--- src/rtl/hdmi_pkg.sv ---
`default_nettype none
// ============================================================================
// hdmi_pkg : TMDS control/guard characters, TERC4 table, BCH step, packet types
// Revision : 1.0
// ============================================================================
package hdmi_pkg;

   localparam logic [9:0] CTRL_00    = 10'b1101010100;
   localparam logic [9:0] CTRL_01    = 10'b0010101011;
   localparam logic [9:0] CTRL_10    = 10'b0101010100;
   localparam logic [9:0] CTRL_11    = 10'b1010101011;
   localparam logic [9:0] GUARD_CHAR = 10'b0100110011;

   localparam logic [9:0] TERC4_TABLE [16] = '{
      10'b1010011100, 10'b1001100011, 10'b1011100100, 10'b1011100010,
      10'b0101110001, 10'b0100011110, 10'b0110001110, 10'b0100111100,
      10'b1011001100, 10'b0100111001, 10'b0110011100, 10'b1011000110,
      10'b1010001110, 10'b1001110001, 10'b0101100011, 10'b1011000011
   };

   localparam logic [7:0] BCH_POLY = 8'hC1;

   localparam logic [7:0] PKT_ACR          = 8'h01;
   localparam logic [7:0] PKT_AUDIO_SAMPLE = 8'h02;
   localparam logic [7:0] PKT_AVI_IF       = 8'h82;
   localparam logic [7:0] PKT_AUDIO_IF     = 8'h84;

   typedef enum logic [2:0] {
      ST_IDLE        = 3'd0,
      ST_PREAMBLE    = 3'd1,
      ST_GUARD_LEAD  = 3'd2,
      ST_PACKET      = 3'd3,
      ST_GUARD_TRAIL = 3'd4
   } island_state_t;

   function automatic logic [7:0] bch_step(input logic [7:0] code, input logic b);
      return {code[6:0], 1'b0} ^ ((code[7] ^ b) ? BCH_POLY : 8'h00);
   endfunction

endpackage
`default_nettype wire

--- src/rtl/hdmi_terc4_decoder.sv ---
`default_nettype none
// ============================================================================
// hdmi_terc4_decoder : 10-bit TERC4 character to nibble, flags unknown codes
// Revision : 1.0
// ============================================================================
module hdmi_terc4_decoder
   import hdmi_pkg::*;
(
   input  logic [9:0] i_char,
   output logic [3:0] o_nibble,
   output logic       o_invalid
);

   always_comb begin
      o_nibble  = 4'h0;
      o_invalid = 1'b1;
      for (logic [4:0] k = 5'd0; k < 5'd16; k++) begin
         if (i_char == TERC4_TABLE[k[3:0]]) begin
            o_nibble  = k[3:0];
            o_invalid = 1'b0;
         end
      end
   end

endmodule
`default_nettype wire

--- src/rtl/hdmi_island_rx.sv ---
`default_nettype none
// ============================================================================
// hdmi_island_rx : data-island detector, TERC4 packet reassembly and BCH check
// Revision : 1.0
// ============================================================================
module hdmi_island_rx
   import hdmi_pkg::*;
#(
   parameter int MAX_PACKETS  = 18,
   parameter int PREAMBLE_LEN = 8
)(
   input  logic         pixclk,
   input  logic         rst_n,
   input  logic [9:0]   ch0_char,
   input  logic [9:0]   ch1_char,
   input  logic [9:0]   ch2_char,
   output logic         hsync,
   output logic         vsync,
   output logic         in_island,
   output logic         pkt_valid,
   output logic [23:0]  pkt_header,
   output logic [223:0] pkt_body,
   output logic         hdr_ok,
   output logic [3:0]   sub_ok,
   output logic         terc_err,
   output logic         island_err
);

   localparam int PCW = $clog2(PREAMBLE_LEN + 1);
   localparam int NW  = $clog2(MAX_PACKETS + 1);
   localparam logic [PCW-1:0] C_PRE_LEN = PCW'(PREAMBLE_LEN);
   localparam logic [NW-1:0]  C_MAX_PKT = NW'(MAX_PACKETS);

   logic [9:0]            r_ch0, r_ch1, r_ch2;
   island_state_t         r_state;
   logic [PCW-1:0]        r_pcnt;
   logic [4:0]            r_idx;
   logic [NW-1:0]         r_n;
   logic [23:0]           r_hdr;
   logic [27:0][3:0][1:0] r_sub;
   logic [7:0]            r_hlfsr;
   logic [3:0][7:0]       r_slfsr;
   logic                  r_terr;
   logic                  r_pend;

   logic [3:0]      w_d0, w_d1, w_d2;
   logic            w_inv0, w_inv1, w_inv2;
   logic            w_ctrl0;
   logic [1:0]      w_ctrl_sync;
   logic            w_preamble, w_guard, w_g0ok, w_d3_bad, w_terr_now;
   logic [7:0]      w_hl_next;
   logic [3:0][7:0] w_sl_next;
   logic [3:0][1:0] w_pair;
   logic [3:0]      w_sok;
   logic [223:0]    w_body;

   hdmi_terc4_decoder u_dec0 (.i_char(r_ch0), .o_nibble(w_d0), .o_invalid(w_inv0));
   hdmi_terc4_decoder u_dec1 (.i_char(r_ch1), .o_nibble(w_d1), .o_invalid(w_inv1));
   hdmi_terc4_decoder u_dec2 (.i_char(r_ch2), .o_nibble(w_d2), .o_invalid(w_inv2));

   always_comb begin
      w_ctrl0     = 1'b1;
      w_ctrl_sync = 2'b00;
      case (r_ch0)
         CTRL_00: w_ctrl_sync = 2'b00;
         CTRL_01: w_ctrl_sync = 2'b01;
         CTRL_10: w_ctrl_sync = 2'b10;
         CTRL_11: w_ctrl_sync = 2'b11;
         default: w_ctrl0     = 1'b0;
      endcase
   end

   assign w_preamble = (r_ch1 == CTRL_01) && (r_ch2 == CTRL_01);
   assign w_guard    = (r_ch1 == GUARD_CHAR) && (r_ch2 == GUARD_CHAR);
   assign w_g0ok     = !w_inv0 && (w_d0[3:2] == 2'b11);
   // Only the very first character of an island carries d0[3]=0.
   assign w_d3_bad   = (r_n == '0 && r_idx == 5'd0) ? w_d0[3] : ~w_d0[3];
   assign w_terr_now = w_inv0 | w_inv1 | w_inv2 | w_d3_bad;
   assign w_hl_next  = bch_step((r_idx == 5'd0) ? 8'h00 : r_hlfsr, w_d0[2]);

   for (genvar k = 0; k < 4; k++) begin : g_sub
      assign w_pair[k]    = {w_d2[k], w_d1[k]};
      assign w_sl_next[k] = bch_step(bch_step((r_idx == 5'd0) ? 8'h00 : r_slfsr[k],
                                              w_d1[k]), w_d2[k]);
      assign w_sok[k]     = (r_slfsr[k] == 8'h00);
      for (genvar i = 0; i < 28; i++) begin : g_bit
         assign w_body[56*k + 2*i +: 2] = r_sub[i][k];
      end
   end

   always_ff @(posedge pixclk or negedge rst_n) begin
      if (!rst_n) begin
         r_ch0 <= '0; r_ch1 <= '0; r_ch2 <= '0;
         r_state <= ST_IDLE;
         r_pcnt <= '0; r_idx <= '0; r_n <= '0;
         r_hdr <= '0; r_sub <= '0; r_hlfsr <= '0; r_slfsr <= '0;
         r_terr <= 1'b0; r_pend <= 1'b0;
         hsync <= 1'b0; vsync <= 1'b0; in_island <= 1'b0;
         pkt_valid <= 1'b0; pkt_header <= '0; pkt_body <= '0;
         hdr_ok <= 1'b0; sub_ok <= '0; terc_err <= 1'b0; island_err <= 1'b0;
      end else begin
         r_ch0 <= ch0_char;
         r_ch1 <= ch1_char;
         r_ch2 <= ch2_char;

         // Completed packet is published one cycle after its last bit lands.
         pkt_valid <= r_pend;
         r_pend    <= 1'b0;
         if (r_pend) begin
            pkt_header <= r_hdr;
            pkt_body   <= w_body;
            hdr_ok     <= (r_hlfsr == 8'h00);
            sub_ok     <= w_sok;
            terc_err   <= r_terr;
         end

         if (w_ctrl0) begin
            {vsync, hsync} <= w_ctrl_sync;
         end else if (r_state != ST_IDLE) begin
            {vsync, hsync} <= w_d0[1:0];
         end

         island_err <= 1'b0;
         in_island  <= 1'b0;

         case (r_state)
            ST_IDLE: begin
               if (w_preamble) begin
                  r_pcnt  <= PCW'(1);
                  r_state <= ST_PREAMBLE;
               end
            end
            ST_PREAMBLE: begin
               if (w_preamble) begin
                  if (r_pcnt < C_PRE_LEN) r_pcnt <= r_pcnt + 1'b1;
               end else if (r_pcnt < C_PRE_LEN) begin
                  r_state <= ST_IDLE;
               end else if (w_guard && w_g0ok) begin
                  r_state   <= ST_GUARD_LEAD;
                  in_island <= 1'b1;
               end else begin
                  r_state    <= ST_IDLE;
                  island_err <= 1'b1;
               end
            end
            ST_GUARD_LEAD: begin
               if (w_guard && w_g0ok) begin
                  r_state   <= ST_PACKET;
                  r_idx     <= 5'd0;
                  r_n       <= '0;
                  in_island <= 1'b1;
               end else begin
                  r_state    <= ST_IDLE;
                  island_err <= 1'b1;
               end
            end
            ST_PACKET: begin
               if (r_idx == 5'd0 && r_n != '0 && w_guard) begin
                  if (w_g0ok) begin
                     r_state   <= ST_GUARD_TRAIL;
                     in_island <= 1'b1;
                  end else begin
                     r_state    <= ST_IDLE;
                     island_err <= 1'b1;
                  end
               end else if (r_idx == 5'd0 && r_n >= C_MAX_PKT) begin
                  r_state    <= ST_IDLE;
                  island_err <= 1'b1;
               end else begin
                  in_island <= 1'b1;
                  r_hlfsr   <= w_hl_next;
                  r_slfsr   <= w_sl_next;
                  r_terr    <= (r_idx == 5'd0) ? w_terr_now : (r_terr | w_terr_now);
                  if (r_idx < 5'd24) r_hdr[r_idx] <= w_d0[2];
                  if (r_idx < 5'd28) r_sub[r_idx] <= w_pair;
                  r_idx <= r_idx + 5'd1;
                  if (r_idx == 5'd31) begin
                     r_n    <= r_n + 1'b1;
                     r_pend <= 1'b1;
                  end
               end
            end
            ST_GUARD_TRAIL: begin
               r_state <= ST_IDLE;
               if (w_guard && w_g0ok) begin
                  in_island <= 1'b1;
               end else begin
                  island_err <= 1'b1;
               end
            end
            default: r_state <= ST_IDLE;
         endcase
      end
   end

endmodule
`default_nettype wire

--- config.mk ---
export PLATFORM = sky130hd
export DESIGN_NAME = hdmi_island_rx
export DESIGN_NICKNAME = d
export VERILOG_FILES = /design/src/rtl/hdmi_pkg.sv /design/src/rtl/hdmi_terc4_decoder.sv /design/src/rtl/hdmi_island_rx.sv
export SDC_FILE = /design/constraint.sdc
export NUM_CORES = 1
export LEC_CHECK = 0
export ABC_AREA = 1
export CORE_MARGIN = 2
export CORE_UTILIZATION = 30
export CTS_BUF_LIST = sky130_fd_sc_hd__clkbuf_8
export DETAILED_ROUTE_END_ITERATION = 8
export DONT_BUFFER_PORTS = 1
export PLACE_DENSITY_LB_ADDON = 0.25
export SLEW_MARGIN = 10
export SYNTH_ARGS = -nofsm -noshare
export SYNTH_HDL_FRONTEND = slang
export SYNTH_HIERARCHICAL = 1
export SYNTH_SLANG_ARGS = --single-unit
--- constraint.sdc ---
create_clock -name pixclk -period 3.85 [get_ports pixclk]
set_input_delay 0.77 -clock pixclk [delete_from_list [all_inputs] [get_ports pixclk]]
set_output_delay 0.77 -clock pixclk [all_outputs]
set_load 0.02 [all_outputs]
==> metrics.txt, run 1 <==
# TYPE chip_impl_metric gauge
chip_impl_metric{name="cts_made_buffers",unit=""} 107
chip_impl_info{name="most_used_dff_post_synth",value="sky130_fd_sc_hd__dfrtp_1"} 1
chip_impl_info{name="status",value="finished, violations left"} 1
chip_impl_metric{name="dr.first_iter.drc_count",unit=""} 1410
chip_impl_metric{name="io_pins",unit=""} 291
chip_impl_metric{name="dr.pass1.iters",unit=""} 5
chip_impl_metric{name="switching_share",unit="%"} 23.0
chip_impl_metric{name="switchingPower",unit="mW"} 2.87
chip_impl_metric{name="clock-skew-final",unit="ns"} 0.0688
chip_impl_metric{name="clk_transition_reported_paths",unit="ns"} 0.06
chip_impl_info{name="cts_tree",value="built"} 1
chip_impl_metric{name="design.final.nets",unit=""} 2882
chip_impl_info{name="mostFrequentLayoutCell",value="sky130_fd_sc_hd__nand2_1"} 1
chip_impl_metric{name="finalHoldViolCount",unit=""} 202
chip_impl_metric{name="via_per_inst",unit=""} 4.56
chip_impl_metric{name="grt_first_pass_wirelength",unit="µm"} 113000
chip_impl_metric{name="dpl.hpwl",unit="µm"} 46500
chip_impl_metric{name="cts_max_level",unit=""} 3
chip_impl_metric{name="total_power",unit="mW"} 12.5
chip_impl_metric{name="dieWidth",unit="µm"} 291
chip_impl_metric{name="fin_crit",unit="ns"} 2.81
chip_impl_metric{name="via_count",unit=""} 18200
chip_impl_info{name="netlist_top_cells_area",value="sky130_fd_sc_hd__dfrtp_1, sky130_fd_sc_hd__nand2_1, sky130_fd_sc_hd__o21ai_0, sky130_fd_sc_hd__inv_1, sky130_fd_sc_hd__o21ai_1"} 1
chip_impl_metric{name="power.sequential.fraction",unit="%"} 50.6
chip_impl_info{name="grt_setup_unrepaired",value="no"} 1
chip_impl_metric{name="mappedNetlistNets",unit=""} 2891
chip_impl_metric{name="max-vdd-ir-drop",unit="V"} 0.000421
chip_impl_metric{name="synth_seq_cells",unit=""} 596
chip_impl_info{name="critical_path.endpoint_type",value="register"} 1
chip_impl_metric{name="period_share",unit="%"} 73.0
chip_impl_metric{name="p_per_area",unit="nW/µm²"} 448
chip_impl_metric{name="detail_route.wirelength",unit="µm"} 72800
chip_impl_metric{name="io_port_bufs",unit=""} 0
chip_impl_metric{name="cp_data_required_time",unit="ns"} 4.48
chip_impl_metric{name="layout-drive-gt1-share",unit="%"} 8.29
chip_impl_metric{name="globalRouteOverflowTotal",unit=""} 0
chip_impl_metric{name="die_ar",unit="µm²"} 84700
chip_impl_metric{name="finalHoldWorstSlack",unit="ns"} -0.253
chip_impl_metric{name="max_clock_freq",unit="MHz"} 356
chip_impl_info{name="failed_checks",value="hold timing, slew limit"} 1
chip_impl_metric{name="cts_num_sinks",unit=""} 596
chip_impl_metric{name="share_comb_of_total_power",unit="%"} 0.7
chip_impl_info{name="worst_setup_path_start_kind",value="register"} 1
chip_impl_metric{name="maximum_number_of_pins_on_one_net_before_global_route_repair",unit=""} 597
chip_impl_metric{name="setup_viol",unit=""} 0
chip_impl_metric{name="cap_violations",unit=""} 0
chip_impl_metric{name="synth_async_sr_flop_share",unit="%"} 100
chip_impl_metric{name="synth.distinct_cells",unit=""} 36
chip_impl_metric{name="starting_density",unit="%"} 30.2
chip_impl_metric{name="syn_inst",unit=""} 2850
chip_impl_metric{name="grt_antenna_before_repair",unit=""} 4
chip_impl_metric{name="area_growth_syn_to_layout",unit="%"} 12.8
chip_impl_metric{name="antenna_violating_nets_left",unit=""} 0
chip_impl_metric{name="ctsLongestPathBuffers",unit=""} 3
chip_impl_metric{name="grt_pass1_vias",unit=""} 18200
chip_impl_metric{name="clock_insertion_delay_worst_skew",unit="ns"} 0.74
chip_impl_metric{name="finalMaxSlewViolations",unit=""} 375
chip_impl_metric{name="globalRouteTotalUtil",unit="%"} 17.3
chip_impl_metric{name="static_leakage_power",unit="nW"} 14.0
chip_impl_metric{name="cell_internal_pwr",unit="mW"} 9.63
chip_impl_metric{name="placedInstanceArea",unit="µm²"} 25700
chip_impl_metric{name="routed_wire_length_per_instance",unit="µm"} 18.2
chip_impl_info{name="hold_path_class",value="input pin to asynchronous set/reset pin"} 1
chip_impl_metric{name="syn-cell-area",unit="µm²"} 24700
chip_impl_metric{name="normalized_max_slew_margin",unit="%"} -78.2
chip_impl_metric{name="setup-tns-final",unit="ns"} 0
chip_impl_metric{name="worst_slew_pin_slew",unit="ns"} 2.67
chip_impl_metric{name="synth_top_cell_area_share",unit="%"} 60.3
chip_impl_metric{name="drc",unit=""} 0
chip_impl_metric{name="synthesis.area_per_instance",unit="µm²"} 8.68
chip_impl_metric{name="warnings_from_yosys",unit=""} 6
chip_impl_metric{name="place_congestion",unit=""} 0.801
chip_impl_metric{name="synth-edff-count",unit=""} 0
chip_impl_info{name="clock-root-buffer",value="sky130_fd_sc_hd__clkbuf_8"} 1
chip_impl_metric{name="die_height",unit="µm"} 291
chip_impl_metric{name="worst_path_arrival_time",unit="ns"} 3.44
chip_impl_metric{name="crit_fanout",unit=""} 19
chip_impl_info{name="top_library_cells_by_usage_in_the_layout_fill_and_taps_aside",value="sky130_fd_sc_hd__nand2_1, sky130_fd_sc_hd__dfrtp_1, sky130_fd_sc_hd__o21ai_0"} 1
chip_impl_metric{name="rows",unit=""} 105
chip_impl_info{name="synth_top_area_cell",value="sky130_fd_sc_hd__dfrtp_1"} 1
chip_impl_metric{name="power_frac_clock",unit="%"} 48.7
chip_impl_metric{name="cts.hold.buffers_added",unit=""} 1
chip_impl_metric{name="synth.yosys.seq_area_share",unit="%"} 60.3
chip_impl_metric{name="final_design_area_no_fill",unit="µm²"} 27900
chip_impl_metric{name="cts_setup_buffers",unit=""} 0
chip_impl_info{name="crit_type",value="register to register"} 1
chip_impl_metric{name="final_util",unit="%"} 34.1
chip_impl_metric{name="core",unit="µm²"} 81800
synth_stat cells, drive strengths merged (3+ instances only):
cell    instances
inv           239
o21ai         431
nor2          128
a21oi           6
nand2        1107
nand3         102
buf            60
ha              9
nand4          33
nand3b          4
xor2           11
nor3           22
nor4            9
clkbuf         84
dfrtp         596
a21boi          3
routing by layer:
metal  track usage, %  wire length, µm  vias up  share of wire [%]
li1                 -                -     9006                  -
met1             23.8            33800     8677                 46
met2             26.5            32600      405                 45
met3             4.66             4600      117                6.3
met4             5.03             1760        2                2.4
met5                0               13        -              0.018
final timing paths:
check | slack [ns] | to | cells after the start | startpoint
min in group pixclk | 0.10 | r_ch2[4] | 0 | ch2_char[4]
max | 1.04 | r_sub[208] | 11 | r_idx[0]
min | -0.25 | r_sub[120] | 0 | rst_n
max in group asynchronous | 1.67 | r_pend | 0 | rst_n
max reg2reg | 1.04 | r_sub[208] | 11 | r_idx[0]
min reg2reg | 0.45 | pkt_body[214] | 2 | r_sub[190]
final cells by class:
cell class / instances / area (µm²)
fillers: 8456 / 54000
flip-flops and latches: 596 / 14900
multi-input cells: 1871 / 8290
clock buffers: 129 / 1780
well taps: 1070 / 1340
inverters: 239 / 905
clock inverters: 58 / 412
repair buffers: 26 / 248
diodes: 3 / 7.51
worst max-delay path, cell delays in order, from the launching register on:
cell and delay [ns]:
sky130_fd_sc_hd__dfrtp_1 0.39, sky130_fd_sc_hd__inv_1 0.10, sky130_fd_sc_hd__ha_1 0.20, sky130_fd_sc_hd__buf_4 0.17
sky130_fd_sc_hd__nand3_2 0.10, sky130_fd_sc_hd__a21oi_1 0.05, sky130_fd_sc_hd__nand2_1 0.18, sky130_fd_sc_hd__nand3_2 0.38
sky130_fd_sc_hd__buf_4 0.34, sky130_fd_sc_hd__nor2_1 0.55, sky130_fd_sc_hd__nand2_1 0.13, sky130_fd_sc_hd__nand2_1 0.11
stage by stage:
stage               setup slack, ns  cells
floorplan                      1.66   2850
global placement               1.12   3801
detailed placement             1.04   3801
CTS                           0.975   3989
global route                  0.704   3991
finish                         1.04   3992
registers in the layout (all words and copies together) (netlist names), 3 cells and up:
signal	count
r_pcnt	4
r_slfsr	32
r_ch0	10
r_n	5
r_ch2	10
r_idx	5
r_state	3
r_ch1	10
pkt_header	24
sub_ok	4
r_hlfsr	8
r_sub	224
pkt_body	224
r_hdr	24
logic make-up (layout without fill, tap and decap cells):
family / after synthesis / in the layout / synth area share (%)
buffers and inverters: 383 / 452 / 6.28
flip-flops: 596 / 596 / 60.3
other: 0 / 3 / 0
multiplexers: 1 / 1 / 0.0455
adder cells (fa/ha/maj): 9 / 9 / 0.455
XOR/XNOR: 12 / 12 / 0.425
AND/OR/NAND/NOR: 1407 / 1407 / 23.4
AO/OA/AOI/OAI: 442 / 442 / 9.04
what timing repair did:
item | CTS | global route
setup endpoints to repair | 0 | 0
hold endpoints to repair | 597 | 596
resized for setup | 0 | 0
power groups by stage:
stage          clock (mW)  combinational (mW)  sequential [mW]
4_1_cts              6.31              0.0886             6.32
5_1_grt              6.59               0.100             6.32
3_5_place_dp            0              0.0874             6.43
2_1_floorplan           0              0.0651             6.42
3_3_place_gp            0              0.0886             6.43
6_report             6.09              0.0892             6.32
Power figures use the tool's default switching activity.
==> run 2: changes to the inputs <==
==> constraint.sdc (replaced) <==
create_clock -name pixclk -period 2.3 [get_ports pixclk]
set_input_delay 0.46 -clock pixclk [delete_from_list [all_inputs] [get_ports pixclk]]
set_output_delay 0.46 -clock pixclk [all_outputs]
set_load 0.02 [all_outputs]
==> metrics.txt, run 2 (synthesized netlist as in run 1, its figures left out) <==
# TYPE chip_impl_metric gauge
chip_impl_metric{name="detail_route.wirelength",unit="µm"} 72400
chip_impl_info{name="mostFrequentLayoutCell",value="sky130_fd_sc_hd__nand2_1"} 1
chip_impl_metric{name="placedInstanceArea",unit="µm²"} 26300
chip_impl_metric{name="power.sequential.fraction",unit="%"} 49.3
chip_impl_info{name="library_cell_appearing_most_often_on_the_critical_path",value="sky130_fd_sc_hd__nand2_1"} 1
chip_impl_metric{name="area_growth_syn_to_layout",unit="%"} 18.1
chip_impl_info{name="worst_setup_path_start_kind",value="register"} 1
chip_impl_info{name="cts_tree",value="built"} 1
chip_impl_info{name="hold_path_class",value="input pin to asynchronous set/reset pin"} 1
chip_impl_metric{name="placed_cells_incl_taps",unit=""} 3864
chip_impl_info{name="reg_top3",value="pkt_body x224, r_sub x224, r_slfsr x32"} 1
chip_impl_metric{name="fillers",unit=""} 8502
chip_impl_metric{name="clk_transition_reported_paths",unit="ns"} 0.06
chip_impl_metric{name="cpPeakStageDelay",unit="ns"} 0.37
chip_impl_metric{name="power_frac_clock",unit="%"} 49.6
chip_impl_info{name="status",value="finished, violations left"} 1
chip_impl_metric{name="routed_wire_length_per_instance",unit="µm"} 17.7
chip_impl_metric{name="post_layout_nonfiller_instances",unit=""} 4099
chip_impl_metric{name="grt_antenna_before_repair",unit=""} 2
chip_impl_metric{name="cp_data_required_time",unit="ns"} 2.96
chip_impl_metric{name="cts.hold.buffers_added",unit=""} 30
chip_impl_metric{name="clock_insertion_delay_worst_skew",unit="ns"} 0.74
chip_impl_metric{name="dieWidth",unit="µm"} 291
chip_impl_metric{name="switchingPower",unit="mW"} 4.84
chip_impl_info{name="clock-root-buffer",value="sky130_fd_sc_hd__clkbuf_8"} 1
chip_impl_metric{name="cts_max_level",unit=""} 3
chip_impl_metric{name="worst_slew_pin_slew",unit="ns"} 1.80
chip_impl_metric{name="globalRouteOverflowTotal",unit=""} 0
chip_impl_metric{name="worst_path_arrival_time",unit="ns"} 2.85
chip_impl_info{name="failed_checks",value="hold timing, slew limit"} 1
chip_impl_metric{name="final_design_area_no_fill",unit="µm²"} 29200
chip_impl_metric{name="total_power",unit="mW"} 21.5
chip_impl_metric{name="normalized_max_slew_margin",unit="%"} -20.3
chip_impl_metric{name="core",unit="µm²"} 81800
chip_impl_metric{name="final_util",unit="%"} 35.7
chip_impl_metric{name="via_count",unit=""} 18700
chip_impl_metric{name="fin_crit",unit="ns"} 2.19
chip_impl_metric{name="dpl.hpwl",unit="µm"} 46600
chip_impl_metric{name="grt_first_pass_wirelength",unit="µm"} 113000
chip_impl_metric{name="layout-drive-gt1-share",unit="%"} 12.1
chip_impl_metric{name="finalMaxSlewViolations",unit=""} 148
chip_impl_metric{name="io_port_bufs",unit=""} 0
chip_impl_metric{name="cts_num_sinks",unit=""} 596
chip_impl_metric{name="cell_internal_pwr",unit="mW"} 16.6
chip_impl_metric{name="starting_density",unit="%"} 30.2
chip_impl_info{name="top_library_cells_by_usage_in_the_layout_fill_and_taps_aside",value="sky130_fd_sc_hd__nand2_1, sky130_fd_sc_hd__dfrtp_1, sky130_fd_sc_hd__o21ai_0"} 1
chip_impl_metric{name="design.final.nets",unit=""} 2981
chip_impl_metric{name="max_clock_freq",unit="MHz"} 457
chip_impl_metric{name="io_pins",unit=""} 291
chip_impl_metric{name="maximum_number_of_pins_on_one_net_before_global_route_repair",unit=""} 597
chip_impl_metric{name="die_ar",unit="µm²"} 84700
chip_impl_metric{name="finalHoldViolCount",unit=""} 596
chip_impl_metric{name="drc",unit=""} 0
chip_impl_metric{name="clock-skew-final",unit="ns"} 0.0400
chip_impl_metric{name="place_congestion",unit=""} 0.822
chip_impl_metric{name="cap_violations",unit=""} 0
chip_impl_metric{name="ctsLongestPathBuffers",unit=""} 3
chip_impl_metric{name="rows",unit=""} 105
chip_impl_info{name="critical_path.top_delay_family",value="simple AND/OR/NAND/NOR gates"} 1
chip_impl_info{name="critical_path.endpoint_type",value="register"} 1
chip_impl_metric{name="dr.pass1.iters",unit=""} 5
chip_impl_metric{name="setup_viol",unit=""} 0
chip_impl_metric{name="static_leakage_power",unit="nW"} 14.6
chip_impl_metric{name="antenna_violating_nets_left",unit=""} 0
chip_impl_metric{name="period_share",unit="%"} 95.2
chip_impl_info{name="crit_type",value="register to register"} 1
chip_impl_info{name="critical_path.cell_chain",value="buf_6 -> nand2_4 -> nor3_4 -> nand4_1 -> nand2_1 -> nor2_2 -> nand2_1 -> nor2_2 -> nor3_2 -> nand4_1 -> nand2_2 -> buf_4 -> nand3_1 -> nand2_1"} 1
chip_impl_metric{name="crit_fanout",unit=""} 5
chip_impl_metric{name="via_per_inst",unit=""} 4.56
chip_impl_metric{name="share_comb_of_total_power",unit="%"} 1.0
chip_impl_metric{name="cts_made_buffers",unit=""} 108
chip_impl_metric{name="finalHoldWorstSlack",unit="ns"} -0.553
chip_impl_metric{name="globalRouteTotalUtil",unit="%"} 17.1
chip_impl_metric{name="die_height",unit="µm"} 291
chip_impl_metric{name="dr.first_iter.drc_count",unit=""} 1212
chip_impl_metric{name="switching_share",unit="%"} 22.6
chip_impl_info{name="crit_path_max_delay_cell_type",value="sky130_fd_sc_hd__dfrtp_1"} 1
chip_impl_metric{name="max-vdd-ir-drop",unit="V"} 0.000383
chip_impl_metric{name="path_buf_inv",unit=""} 2
chip_impl_metric{name="p_per_area",unit="nW/µm²"} 735
chip_impl_metric{name="grt_pass1_vias",unit=""} 18300
==> run 2: stage by stage <==
stage	worst slack (ns)	TNS, ns	hold slack [ns]
global placement	-0.0206	-0.0412	0.183
floorplan	0.108	0	0.164
detailed placement	0.00230	0	0.183
CTS	0.00986	0	-0.638
finish	0.110	0	-0.553
global route	-0.0270	-0.0867	-0.618
==> run 2: path summary, 6_finish.rpt <==
path,to,slack [ns],from,cells past startpoint
setup / recovery,r_n[2],0.11,r_ch0[7],14
hold / removal,pkt_body[30],-0.55,rst_n,0
setup reg to reg,r_n[2],0.11,r_ch0[7],14
hold reg to reg,pkt_body[99],0.46,r_sub[171],2
max in group asynchronous,pkt_body[160],1.41,rst_n,0
min in group pixclk,r_ch2[5],0.28,ch2_char[5],1
==> run 2: routing by layer <==
metal | part of all wire [%] | GRT usage, %
met1 | 46 | 23.0
met2 | 45 | 26.7
met3 | 6.4 | 4.56
met4 | 2.5 | 6.05
met5 | 0 | 0
==> run 2: repair_timing <==
item | in CTS | in global routing
endpoints found under the hold margin | 626 | 596
endpoints found under the setup margin | 6 | 162
gates cloned | 0 | 0
resized for setup | 1 | 64
pin swaps | 0 | 15
setup buffers | 0 | 6
==> run 2: cell type report <==
type / instances / area (µm²) / area share (%)
multi-input cells: 1871 / 8480 / 29.0
repair buffers: 124 / 1210 / 4.13
flip-flops and latches: 596 / 14900 / 51.1
inverters: 239 / 907 / 3.11
clock inverters: 58 / 419 / 1.44
well taps: 1070 / 1340 / 4.58
diodes: 2 / 5.00 / 0.0171
clock buffers: 139 / 1910 / 6.55
==> run 2: power by group through the flow <==
stage | combinational [mW] | clock [mW] | sequential, mW
floorplan | 0.109 | 0 | 10.8
global placement | 0.167 | 0 | 10.8
detailed placement | 0.166 | 0 | 10.8
CTS | 0.209 | 11.0 | 10.6
global route | 0.249 | 11.5 | 10.6
finish | 0.224 | 10.7 | 10.6
